`config.mk`:
```
export PLATFORM = sky130hd
export DESIGN_NAME = clk_div_ctrl
export DESIGN_NICKNAME = d
export VERILOG_FILES = /design/src/rtl/clk_div_ctrl.sv
export SDC_FILE = /design/constraint.sdc
export NUM_CORES = 1
export LEC_CHECK = 0
export CORE_MARGIN = 5
export CORE_UTILIZATION = 45
export CTS_BUF_LIST = sky130_fd_sc_hd__clkbuf_4 sky130_fd_sc_hd__clkbuf_8 sky130_fd_sc_hd__clkbuf_16
export DETAILED_ROUTE_END_ITERATION = 16
export PLACE_DENSITY_LB_ADDON = 0.15
export SETUP_SLACK_MARGIN = 0.15
export SKIP_LAST_GASP = 1
export SLEW_MARGIN = 10
export SYNTH_ARGS = -nofsm -noshare
export SYNTH_HDL_FRONTEND = slang
export SYNTH_SLANG_ARGS = --single-unit
export TNS_END_PERCENT = 10
```
`constraint.sdc`:
```
create_clock -name i_ref_clk -period 5.65 [get_ports i_ref_clk]
set_input_delay 0.8475 -clock i_ref_clk [delete_from_list [all_inputs] [get_ports i_ref_clk]]
set_output_delay 0.8475 -clock i_ref_clk [all_outputs]
set_load 0.03 [all_outputs]
```
`src/rtl/clk_div_ctrl.sv`:
```
// clk_div_ctrl: sequences divider ratio changes (disable, load, relock, acknowledge) for two requesters
// Ports: i_ref_clk clock; i_rst_n sync active-low reset; i_req/i_ratio0/i_ratio1 requests;
//        o_ack/o_err one-cycle responses; o_clk_enable/o_div_ratio divider controls;
//        o_busy sequence in progress; o_owner last granted requester.
// Macro CLK_DIV_CTRL_ERR_EN: reject invalid ratios with o_err; otherwise clamp them to 2.
module clk_div_ctrl #(
   parameter int SETTLE_CYC = 2,
   parameter int LOCK_CYC   = 4
) (
   input  logic       i_ref_clk,
   input  logic       i_rst_n,
   input  logic [1:0] i_req,
   input  logic [3:0] i_ratio0,
   input  logic [3:0] i_ratio1,
   output logic [1:0] o_ack,
   output logic [1:0] o_err,
   output logic       o_clk_enable,
   output logic [3:0] o_div_ratio,
   output logic       o_busy,
   output logic       o_owner
);
   typedef enum logic [2:0] {
      IDLE, QUIESCE, LOAD, RUN_WAIT, DONE
`ifdef CLK_DIV_CTRL_ERR_EN
      , REJECT
`endif
   } state_t;
   state_t     state_q, state_d;
   logic [3:0] cnt_q, cnt_d, ratio_q, ratio_d, div_q, div_d, eff;
   logic [1:0] ack_q, ack_d, err_q, err_d;
   logic       en_q, en_d, busy_q, busy_d, owner_q, owner_d, prio_q, prio_d, gnt, bad;
   assign gnt = (i_req == 2'b11) ? prio_q : i_req[1];
   assign bad = (gnt ? i_ratio1 : i_ratio0) < 4'd2;
`ifdef CLK_DIV_CTRL_ERR_EN
   assign eff = gnt ? i_ratio1 : i_ratio0;
`else
   assign eff = bad ? 4'd2 : (gnt ? i_ratio1 : i_ratio0);
`endif
   always_comb begin
      state_d = state_q;
      ratio_d = ratio_q;
      owner_d = owner_q;
      prio_d  = prio_q;
      case (state_q)
         IDLE: if (|i_req) begin
            owner_d = gnt;
            prio_d  = ~gnt;
            ratio_d = eff;
`ifdef CLK_DIV_CTRL_ERR_EN
            state_d = bad ? REJECT : (en_q && eff == div_q) ? DONE : QUIESCE;
`else
            state_d = (en_q && eff == div_q) ? DONE : QUIESCE;
`endif
         end
         QUIESCE:  state_d = (cnt_q == 4'(SETTLE_CYC - 1)) ? LOAD : QUIESCE;
         LOAD:     state_d = RUN_WAIT;
         RUN_WAIT: state_d = (cnt_q == 4'(LOCK_CYC - 1)) ? DONE : RUN_WAIT;
         default:  state_d = IDLE;
      endcase
      // outputs are registered, so they are derived from the state being entered
      cnt_d  = (state_d != state_q) ? 4'd0 : cnt_q + 4'd1;
      en_d   = (state_d == QUIESCE || state_d == LOAD) ? 1'b0 :
               (state_d == RUN_WAIT || state_d == DONE) ? 1'b1 : en_q;
      div_d  = (state_d == LOAD) ? ratio_q : div_q;
      ack_d  = (state_d == DONE) ? (owner_d ? 2'b10 : 2'b01) : 2'b00;
`ifdef CLK_DIV_CTRL_ERR_EN
      err_d  = (state_d == REJECT) ? (owner_d ? 2'b10 : 2'b01) : 2'b00;
`else
      err_d  = 2'b00;
`endif
      busy_d = state_d != IDLE;
   end
   always_ff @(posedge i_ref_clk) begin
      if (!i_rst_n) begin
         state_q <= IDLE;
         cnt_q   <= '0;
         ratio_q <= '0;
         div_q   <= '0;
         ack_q   <= '0;
         err_q   <= '0;
         en_q    <= 1'b0;
         busy_q  <= 1'b0;
         owner_q <= 1'b0;
         prio_q  <= 1'b0;
      end else begin
         state_q <= state_d;
         cnt_q   <= cnt_d;
         ratio_q <= ratio_d;
         div_q   <= div_d;
         ack_q   <= ack_d;
         err_q   <= err_d;
         en_q    <= en_d;
         busy_q  <= busy_d;
         owner_q <= owner_d;
         prio_q  <= prio_d;
      end
   end
   assign o_ack        = ack_q;
   assign o_err        = err_q;
   assign o_clk_enable = en_q;
   assign o_div_ratio  = div_q;
   assign o_busy       = busy_q;
   assign o_owner      = owner_q;
endmodule
```
==> impl_metrics.env <==
export IMPL_slew_violations=0
export IMPL_drv_max_cap_violation_count=0
export IMPL_first_iter_violations=17
export IMPL_fin_skew_ps=4.852
export IMPL_final_critical_path_required_period_ps=2848
export IMPL_pre_cts_ws_ps=2464
export IMPL_power_frac_seq_pct=51.5
export IMPL_clkLatencyLatePin_ps=300
export IMPL_antennaDiodeCount=0
export IMPL_critical_path_top_delay_family="simple AND/OR/NAND/NOR gates"
export IMPL_synth_top_cells_by_area="dfxtp_1 37%, nor2b_1 5.5%, mux2i_1 4.4%"
export IMPL_clock_tree_from_tritoncts="built"
export IMPL_drtPass1Iterations=4
export IMPL_core_um2=2455
export IMPL_worstSetupPathType="primary input to flip-flop"
export IMPL_total_congestion_overflow_after_global_routing=0
export IMPL_design_die_area_um2=3640
export IMPL_p_comb_share_pct=25.4
export IMPL_ir_worst_vdd_mv=0.1645
export IMPL_cellInternalPower_uw=227.6
export IMPL_setup_violations_final=0
export IMPL_power_uw=324.8
export IMPL_combined_global_route_utilization_of_all_metal_layers_pct=14.44
export IMPL_gp_routability_congestion=0.8374
export IMPL_yosysSeqAreaShare_pct=36.88
export IMPL_final_net_count=166
export IMPL_worstHoldPathType="flip-flop to flip-flop"
export IMPL_placement_cell_area_um2=1343
export IMPL_cts_clk_pin_slew_worst_paths_ps=110
export IMPL_first_global_vias=923
export IMPL_switching_power_uw=97.26
export IMPL_vias_per_cell=5.436
export IMPL_synth_edf_count=0
export IMPL_ys_warnings_count=0
export IMPL_asyncSetResetFlopFracSynth_pct=0
export IMPL_port_buffers=20
export IMPL_synth_largest_area_cell="dfxtp_1"
export IMPL_clockPowerShare_pct=23.0
export IMPL_areaGrowthSynthToFinish_pct=20.42
export IMPL_die_x_um=60.33
export IMPL_final_hold_worst_slack_ps=498.5
export IMPL_run_status="finished, final reports clean"
export IMPL_hold_violations=0
export IMPL_drt_wl_total_um=2435
export IMPL_cts_hold_repair_buffers=0
export IMPL_dr_total_vias=984
export IMPL_floorplan_initialDensity_pct=46.43
export IMPL_post_route_cells_drive_above_1_share_pct=5.960
export IMPL_setup_ws_ps=2802
export IMPL_grt_pass1_wl_um=3988
export IMPL_cts_made_buffers=3
export IMPL_dpl_cell_count=177
export IMPL_yosys_register_bits=21
export IMPL_drcViolationCount=0
export IMPL_std_cell_rows=18
export IMPL_clockBufferDepth=2
export IMPL_avgRoutedWirePerCell_um=13.45
export IMPL_cts_setup_buffers=0
export IMPL_final_cell_area_um2=1373
export IMPL_netlist_area_leader_share_pct=36.88
export IMPL_route_antenna_remaining_nets=0
export IMPL_worstPathMaxFanout=8
export IMPL_htree_levels=1
export IMPL_utilization_pct=55.91
export IMPL_postSynthCellCount=133
export IMPL_worst_path_buf_inv=1
export IMPL_setup_worst_path_end_class="flip-flop"
export IMPL_grt_antenna_before_repair=0
export IMPL_netlist_area_um2=1140
export IMPL_largest_net_degree_at_the_start_of_global_routing=13
export IMPL_synth_cell_types=39
export IMPL_cp_required_ps=5860
export IMPL_critical_path_cell_by_cell="clkdlybuf4s50_1 > nand2b_2 > and2_1 > a21oi_1 > xor2_1 > or4b_1 > and3b_1"
export IMPL_fin_tns_setup_ps=0
export IMPL_maxClockFrequency_mhz=351.1
export IMPL_finalNonFillerCells=181
export IMPL_cts_root_buffer_cell="clkbuf_4"
export IMPL_die_h_um=60.33
export IMPL_synth_avg_cell_area_um2=8.570
export IMPL_power_switching_share_pct=29.94
export IMPL_netlist_top_cells_count="21 x dfxtp_1, 12 x nand2_1, 10 x nor2b_1"
export IMPL_finalCritPeriodShare_pct=50.41
export IMPL_critical_path_cell_with_the_highest_stage_delay="or4b_1"
export IMPL_setup_repair_after_global_routing_missed_its_margin="false"
export IMPL_post_cts_resized=0
export IMPL_most_frequent_cell_after_synthesis="dfxtp_1"
export IMPL_num_clock_sinks=21
export IMPL_cp_data_arrival_time_ps=3060
export IMPL_start_kind="primary input"
export IMPL_post_dp_hpwl_um=1913
export IMPL_dominantRegCellSynth="dfxtp_1"
export IMPL_leakagePower_nw=0.5579
export IMPL_worst_path_largest_cell_delay_ps=640
export IMPL_power_per_cell_area_nw_per_um2=236.7
export IMPL_io_pin_count=23
-- registers in the layout, indices dropped and copies added (netlist names) --
signal	flops
o_clk_enable	1
state_q	3
cnt_q	4
o_ack	2
o_owner	1
o_div_ratio	4
ratio_q	4
prio_q	1
o_busy	1
-- kinds of logic after synthesis --
family | count (synthesis) | synth area share (%)
buf+inv | 13 | 5.378
flops | 21 | 36.88
fa+ha+maj | 2 | 2.195
xor+xnor | 5 | 3.843
mux | 5 | 4.391
compound gates | 29 | 18.11
other cells | 1 | 0.3290
simple gates | 57 | 28.87
-- routing by layer --
layer	vias to the layer above	track usage [%]	routed length (um)
met5	-	0	0
met4	0	5.380	32
met3	5	4.894	161
met2	19	23.46	1168
met1	459	17.68	1072
li1	501	-	-
-- area by class of cell --
| class | count | area (um2) |
|---|---|---|
| clock buffers | 4 | 30.03 |
| fillers | 242 | 1082 |
| inverters | 6 | 22.52 |
| multi-input cells | 100 | 661.9 |
| flip-flops and latches | 21 | 420.4 |
| well taps | 30 | 37.54 |
| repair buffers | 20 | 200.2 |
-- cells in the final DEF (no fill, tap or decap), types with 2 or more instances in the layout --
| master | synthesis | layout |
|---|---|---|
| a211oi_1 | 4 | 4 |
| a21oi_1 | 7 | 7 |
| clkbuf_4 | 0 | 4 |
| clkdlybuf4s50_1 | 0 | 20 |
| conb_1 | 1 | 2 |
| dfxtp_1 | 21 | 21 |
| ha_1 | 2 | 2 |
| inv_1 | 6 | 6 |
| mux2i_1 | 5 | 5 |
| nand2_1 | 12 | 12 |
| nand2b_1 | 3 | 3 |
| nand3_1 | 9 | 9 |
| nor2_1 | 7 | 7 |
| nor2b_1 | 10 | 10 |
| nor3_1 | 3 | 3 |
| nor4b_1 | 4 | 4 |
| o211a_1 | 3 | 3 |
| o21ai_0 | 3 | 3 |
| o31a_1 | 2 | 2 |
| o31ai_1 | 3 | 3 |
| xnor2_1 | 2 | 2 |
| xor2_1 | 3 | 3 |
-- worst paths after layout --
check	from	cells past startpoint	end	slack, ps
worst max-delay path	i_req[0]	7	cnt_q[3]	2800
worst min-delay path	cnt_q[0]	1	cnt_q[0]	500
worst max register to register	prio_q	6	cnt_q[3]	3490
worst min register to register	cnt_q[0]	1	cnt_q[0]	500
-- power by group through the flow --
stage / Sequential [mW] / Clock (mW) / Combinational (mW)
3_3_place_gp: 0.170 / 0 / 0.0813
4_1_cts: 0.167 / 0.0790 / 0.0831
2_1_floorplan: 0.173 / 0 / 0.0557
6_report: 0.167 / 0.0748 / 0.0827
5_1_grt: 0.169 / 0.0851 / 0.0917
3_5_place_dp: 0.171 / 0 / 0.0828
No activity file was read; power rests on OpenSTA's default activity.
